**src/rtl/seg7_scan_decoder.sv**
```systemverilog
// Loopback reader for the active-low 8-digit seven-segment bus: filters scan transitions
// and decodes each stable glyph to hex per digit. SEG7_SCAN_DEC_DP_EN enables dp capture.
module seg7_scan_decoder #(
  parameter int unsigned STABLE_CYCLES = 4
) (
  input  logic        clk,
  input  logic        rst_n,
  input  logic [7:0]  segments,
  input  logic [7:0]  an,
  input  logic        err_clr,
  output logic [31:0] digits,
  output logic [7:0]  digit_valid,
  output logic [7:0]  dp_out,
  output logic        upd_pulse,
  output logic [2:0]  upd_idx,
  output logic        code_err
);

  typedef enum logic [1:0] {StIdle, StCount, StCapture, StLocked} state_e;

  localparam logic [7:0] StableTarget = 8'(STABLE_CYCLES);

  logic [7:0] seg_s1_q, seg_s2_q, an_s1_q, an_s2_q;
  logic [7:0] pair_seg_q, pair_an_q;
  logic [7:0] cnt_q;
  state_e     state_q;

  always_ff @(posedge clk or negedge rst_n) begin
    if (!rst_n) begin
      seg_s1_q <= 8'hFF;
      seg_s2_q <= 8'hFF;
      an_s1_q  <= 8'hFF;
      an_s2_q  <= 8'hFF;
    end else begin
      seg_s1_q <= segments;
      seg_s2_q <= seg_s1_q;
      an_s1_q  <= an;
      an_s2_q  <= an_s1_q;
    end
  end

  logic       pair_changed;
  logic [7:0] cnt_inc;

  assign pair_changed = (seg_s2_q != pair_seg_q) || (an_s2_q != pair_an_q);
  assign cnt_inc      = (cnt_q == 8'hFF) ? cnt_q : cnt_q + 8'd1;

  logic [3:0] low_cnt;
  logic [2:0] sel_idx;
  logic       single_sel;

  always_comb begin
    low_cnt = 4'd0;
    sel_idx = 3'd0;
    for (int i = 0; i < 8; i++) begin
      if (!pair_an_q[i]) begin
        low_cnt = low_cnt + 4'd1;
        sel_idx = 3'(i);
      end
    end
    single_sel = (low_cnt == 4'd1);
  end

  // The dp bit never takes part in glyph recognition.
  logic [7:0] glyph;
  logic [3:0] hex_val;
  logic       is_hex;
  logic       is_blank;

  always_comb begin
    glyph   = pair_seg_q | 8'h80;
    hex_val = 4'h0;
    is_hex  = 1'b1;
    case (glyph)
      8'hC0: hex_val = 4'h0;
      8'hF9: hex_val = 4'h1;
      8'hA4: hex_val = 4'h2;
      8'hB0: hex_val = 4'h3;
      8'h99: hex_val = 4'h4;
      8'h92: hex_val = 4'h5;
      8'h82: hex_val = 4'h6;
      8'hF8: hex_val = 4'h7;
      8'h80: hex_val = 4'h8;
      8'h90: hex_val = 4'h9;
      8'h88: hex_val = 4'hA;
      8'h83: hex_val = 4'hB;
      8'hA7: hex_val = 4'hC;
      8'hA1: hex_val = 4'hD;
      8'h86: hex_val = 4'hE;
      8'h8E: hex_val = 4'hF;
      default: is_hex = 1'b0;
    endcase
    is_blank = (glyph == 8'hFF);
  end

`ifdef SEG7_SCAN_DEC_DP_EN
  logic [7:0] dp_q;
  assign dp_out = dp_q;
`else
  assign dp_out = 8'h00;
`endif

  always_ff @(posedge clk or negedge rst_n) begin
    if (!rst_n) begin
      state_q     <= StIdle;
      cnt_q       <= 8'd0;
      pair_seg_q  <= 8'hFF;
      pair_an_q   <= 8'hFF;
      digits      <= 32'h0;
      digit_valid <= 8'h00;
      upd_pulse   <= 1'b0;
      upd_idx     <= 3'd0;
      code_err    <= 1'b0;
`ifdef SEG7_SCAN_DEC_DP_EN
      dp_q        <= 8'h00;
`endif
    end else begin
      upd_pulse <= 1'b0;
      if (err_clr) code_err <= 1'b0;
      unique case (state_q)
        StIdle, StLocked: begin
          if (pair_changed) begin
            pair_seg_q <= seg_s2_q;
            pair_an_q  <= an_s2_q;
            cnt_q      <= 8'd1;
            state_q    <= StCount;
          end
        end
        StCount: begin
          if (pair_changed) begin
            pair_seg_q <= seg_s2_q;
            pair_an_q  <= an_s2_q;
            cnt_q      <= 8'd1;
          end else begin
            cnt_q <= cnt_inc;
            if (cnt_inc >= StableTarget) begin
              if (single_sel) begin
                // Outputs are written on the edge that raises upd_pulse.
                state_q   <= StCapture;
                upd_pulse <= 1'b1;
                upd_idx   <= sel_idx;
                if (is_hex) begin
                  digits[{sel_idx, 2'b00} +: 4] <= hex_val;
                  digit_valid[sel_idx]          <= 1'b1;
`ifdef SEG7_SCAN_DEC_DP_EN
                  dp_q[sel_idx]                 <= ~pair_seg_q[7];
`endif
                end else begin
                  digit_valid[sel_idx] <= 1'b0;
                  if (!is_blank) code_err <= 1'b1;
                end
              end else begin
                state_q <= StLocked;
              end
            end
          end
        end
        StCapture: state_q <= StLocked;
        default:   state_q <= StIdle;
      endcase
    end
  end

endmodule
```
**config.mk**
```make
export PLATFORM = sky130hd
export DESIGN_NAME = seg7_scan_decoder
export DESIGN_NICKNAME = d
export VERILOG_FILES = /design/src/rtl/seg7_scan_decoder.sv
export SDC_FILE = /design/constraint.sdc
export NUM_CORES = 1
export LEC_CHECK = 0
export BUFFER_PORTS_ARGS = -buffer_cell sky130_fd_sc_hd__buf_2
export CAP_MARGIN = 0
export CORE_ASPECT_RATIO = 1.2
export CORE_MARGIN = 4
export CORE_UTILIZATION = 35
export DETAILED_ROUTE_END_ITERATION = 8
export SETUP_SLACK_MARGIN = 0.02
export SYNTH_ARGS = -nofsm -noshare
export SYNTH_HDL_FRONTEND = slang
export SYNTH_SLANG_ARGS = --single-unit
```
**constraint.sdc**
```tcl
create_clock -name clk -period 5.2 [get_ports clk]
set_input_delay 0.26 -clock clk [delete_from_list [all_inputs] [get_ports clk]]
set_output_delay 0.26 -clock clk [all_outputs]
set_load 0.02 [all_outputs]
```
======== After elaboration in Yosys (flattened, before gate mapping) ========
Cells that the tools add are included.
word-level totals
  bits in registers ....................... 103
  word-level logic and storage cells ...... 111
operators by class
  reductions and logical operators ........ 13
  $add $sub $neg .......................... 9
  shift operators ......................... 2
  bitwise gates (word level) .............. 4
  magnitude comparators ................... 3
  muxes and demuxes ....................... 41
  equal/unequal tests ..................... 26
operators by type and width
  operator                                              number
  one-hot mux 4 bit (15 select lines)                   1
  bitwise mux 32 bit                                    1
  two-way mux 8 bit                                     4
  variable shift 4 x 7 -> 32 bit, first input constant  1
  variable part select 4 x 7 -> 32 bit                  1
  adder 4 x 1 -> 4 bit, second input constant           7
  == test 7 x 6 -> 1 bit, second input constant         4
  == test 7 bit, second input constant                  4
  two-way mux 4 bit                                     7
  == test 7 x 5 -> 1 bit, second input constant         3
  two-way mux 3 bit                                     6
  two-way mux 1 bit                                     16
  inequality test 8 bit                                 2
  one-hot mux 8 bit (2 select lines)                    1
  OR reduction 16 bit                                   1
  == test 7 x 2 -> 1 bit, second input constant         2
  == test 7 x 4 -> 1 bit, second input constant         2
  adder 8 x 1 -> 8 bit, second input constant           1
  bitwise AND 8 bit                                     1
  == test 8 bit, second input constant                  1
  >= comparator 8 x 3 -> 1 bit, second input constant   1
  inverter 8 bit                                        1
  bitwise OR 8 bit                                      1
  == test 7 x 3 -> 1 bit, second input constant         1
  22 further kinds                                      28

======== Depth between registers and ports, before layout ========
  word-level depth ........................ 20
  gate-level depth with buffers ........... 26

======== Worst setup path before layout ========
OpenSTA, ideal clock, no wires.
  path kind ............................... reg2reg
  start point ............................. reg pair_an_q[1]
  end point ............................... reg digits[16]
  data required time ...................... 5.075 ns
  stages on the path, launching flop included .. 26
  clock period less this slack ............ 5.510 ns
  path buffers ............................ 1
  library setup time ...................... 0.125 ns
  setup slack ............................. -0.310 ns
  arrival ................................. 5.385 ns
  cells stage by stage .................... dfstp_2 inv_1 ha_1 and2b_1 nor2_1 ha_1 nor2b_1 a31oi_1 inv_1 ha_1 nor2_1 a21oi_1 ha_1 nand2b_1 o221ai_1 ha_1 nor2_1 nor2_1 ha_1 nor2b_1 xnor2_1 nor4b_1 mux2i_2 buf_2 a2111oi_4 mux2_2
between the ends
  longest elaborated chain between the ends .. 15
RTL lines
  element                        line  text
  start, declared                24    logic [7:0] pair_seg_q, pair_an_q;
  start signal, assigned         124   pair_an_q <= an_s2_q;
  start signal, assigned         132   pair_an_q <= an_s2_q;
  two-way mux 4 bit              56    if (!pair_an_q[i]) begin
  adder 4 x 1 -> 4 bit           57    low_cnt = low_cnt + 4'd1;
  two-way mux 4 bit              56
  adder 4 x 1 -> 4 bit           57
  two-way mux 4 bit              56
  adder 4 x 1 -> 4 bit           57
  two-way mux 4 bit              56
  adder 4 x 1 -> 4 bit           57
  two-way mux 4 bit              56
  adder 4 x 1 -> 4 bit           57
  two-way mux 4 bit              56
  adder 4 x 1 -> 4 bit           57
  two-way mux 4 bit              56
  == test 4 x 1 -> 1 bit         61    single_sel = (low_cnt == 4'd1);
  AND reduction 5 bit (no line)  n/a
  end signal, assigned by index  143   digits[{sel_idx, 2'b00} +: 4] <= hex_val;
  end, declared                  11    output logic [31:0] digits,
Parallel ways exist; a longest one is shown, timed or not.
A chain may end at the register's enable or synchronous reset.

==> impl_metrics.toml <==
[status]
status = "completed"

[critical_path]
critical_path.top_delay_family = "adder cells"
cp_max_fo = 8
crit_required_ns = 5.44
startpoint = "pair_an_q[1]"
r2r-start = "pair_an_q[1]"
critPathLaunchType = "register"
max_stage_delay_ns = 0.54
path_class = "register to register"
crit_slowest_cell = "dfstp_2"
critPathArrivalTime_ns = 5.43
path_buf_inv = 3
setup.worst_path.end_class = "register"

[run]
drv_cap = 0

[grt]
gr-total-overflow = 0
grt_pass1_wl_mm = 20.9
grtUsageTotal_pct = 14.5
first_global_vias = 4249
grt_max_degree = 69
antenna_found_initial = 0

[place]
post_dp_cell_area_um2 = 6320
dp_hpwl_mm = 8.90
port-buffer-count = 63
gp_congestion = 0.858
place_inst = 782

[sta]
fin_hold_ws_ns = 0.233
finalMaxSlewViolations = 0
fin_crit_ns = 5.19
setup_violations = 0
finalCritPeriodShare_pct = 99.7
rsz0062_at_grt = "yes"
skew_ns = 0.0145
worst-slew-pin-transition_ns = 1.24
hold_viol_final = 0
slew_headroom_pct = 16.8
clock.fmax_ghz = 0.193

[floorplanning]
dieArea_um2 = 17900
start_util_pct = 35.5
die_h_um = 146
fp.coreArea_um2 = 15600
die_x_um = 123
rows = 50
io-pin-count = 72

[clocking]
cts.path.max_buffers = 2
htreeDepth = 3
cts.sinks = 103
clock_latency_ns = 0.36
cts-root-buf = "clkbuf_16"
cts_tree = "done"
cts_buffers = 9
cts.clk_slew.worst_paths_ns = 0.08

[drt]
drc = 0
antenna_left = 0
wl_per_cell_um = 15.3
vias_per_cell = 4.96
dr.pass1.iters = 4
wl_mm = 12.8
drtIter0Drc = 239
vias = 4169

[yosys]
synth_compound_area_share_pct = 13.1
syn_avg_cell_area_um2 = 10.9
syn_area_um2 = 5530
synth_xor_area_share_pct = 5.05
synth_edf_count = 0
ys_warn_count = 0
ys_ff_latch = 103
syn_inst = 507
synth-simple-area-share_pct = 14.7
synthAdderAreaFrac_pct = 2.71
synth_flop_cell = "dfrtp_1"
seq_area_frac_synth_pct = 47.7
synth_mux_area_share_pct = 11.0
synthArstFlopShare_pct = 100
synth_top_family_by_area = "simple AND/OR/NAND/NOR gates"
synth.distinct_cells = 73

[power_and_ir_drop]
pwr_density_cell_nw_per_um2 = 639
peakVddDrop_v = 0.000355
finalPower_mw = 4.62
leakage_nw = 3.12

[final_layout]
num_antenna_cells = 0
layout_common_cells = "buf_2, dfrtp_1, buf_4, dfstp_2, nand2_1"
fin_nets = 659
nFillCells = 1439
instances_no_fill = 841
final_layout_size_suffix_gt1_share_pct = 40.6
syn_to_final_growth_pct = 30.7
final_area_um2 = 7230
final_util_pct = 46.4
final_common_cell = "buf_2"

[hold_path]
worstHoldStart = "err_clr"
hold_class = "input pin to register"
-- registers in the layout (all words and copies together), names as in the netlist, named ones only --
signal,count
pair_an_q,8
code_err,1
upd_idx,3
seg_s2_q,8
seg_s1_q,8
state_q,2
digits,32
upd_pulse,1
cnt_q,8
pair_seg_q,8
an_s1_q,8
an_s2_q,8
-- worst paths after layout --
kind	to	slack (ns)	depth (start not counted)
setup / recovery	register	0.01	25
hold reg to reg	seg_s2_q[0]	0.35	0
max in group asynchronous	cnt_q[4]	3.62	3
min in group asynchronous	asynchronous set/reset pin	0.40	2
setup reg to reg	register	0.01	25
hold / removal	code_err	0.23	3
-- final cells by class --
type / instances / area [um^2] / area share [%]
timing repair buffer: 138 / 981 / 13.6
inverter: 35 / 131 / 1.82
tap: 208 / 260 / 3.60
clock buffer: 9 / 225 / 3.12
multi-input combinational: 341 / 2920 / 40.4
sequential: 103 / 2640 / 36.5
clock inverter: 7 / 70.1 / 0.969
-- timing repair --
item,4_1_cts,5_1_grt
endpoints found under the setup margin,41,43
gates cloned,1,1
resized for setup,19,23
hold endpoints to repair,51,0
hold buffers,17,0
pin swaps,14,12
buffers inserted,11,14
-- cell usage after synthesis (all sizes together), types with 4 or more instances --
cell type / number / area share (%)
dfrtp: 55 / 25
dfstp: 48 / 23
inv: 35 / 2.4
mux2: 35 / 7.3
nand2: 34 / 2.3
nor2: 29 / 2.0
xnor2: 24 / 4.1
o21ai: 22 / 2.0
mux2i: 20 / 3.7
buf: 19 / 2.2
clkbuf: 17 / 1.2
a21oi: 14 / 1.3
ha: 12 / 2.7
nor2b: 12 / 1.4
nor3: 12 / 1.2
a2111oi: 11 / 4.1
nand2b: 10 / 1.1
nand3: 8 / 0.72
nand4: 8 / 0.91
nand3b: 6 / 0.81
and3: 5 / 0.57
or3: 5 / 0.57
a31oi: 4 / 0.45
o31ai: 4 / 0.54
or4: 4 / 0.61
-- tightest hold or removal path, cell delays in order --
cell and delay (ns):
buf_2 0.10, inv_1 0.06, a22o_1 0.13
-- through the flow --
stage	setup slack [ns]	setup TNS [ns]
5_1_grt	-0.277	-8.71
6_report	0.0137	0
3_3_place_gp	-0.0572	-0.594
2_1_floorplan	-0.0102	-0.0204
3_5_place_dp	-0.179	-4.41
4_1_cts	-0.0549	-0.558
-- power breakdown --
| part | internal, mW | switching (mW) | leakage [nW] |
|---|---|---|---|
| registers | 0.905 | 0.136 | 1.26 |
| clock network | 0.339 | 0.334 | 0.142 |
| logic | 1.41 | 1.50 | 1.72 |
-- logic make-up (layout without fill, tap and decap cells) --
family                     Yosys count  count (layout)
and+or+nand+nor                    152             152
DFF                                103             103
AOI/OAI and AO/OA                   85              85
buffers and inverters               71             189
muxes                               55              56
xor gates and xnor gates            28              28
adders and majority gates           12              12
other                                1               8
-- per-layer routing --
layer  up-vias  GRT usage [%]  share of wire, %
li1       2012              -                 -
met4         0           5.94               2.4
met3        24           2.88               4.2
met5         -              0                 0
met2        97           23.1                49
met1      2036           19.1                44
No activity file was read; power rests on OpenSTA's default activity.
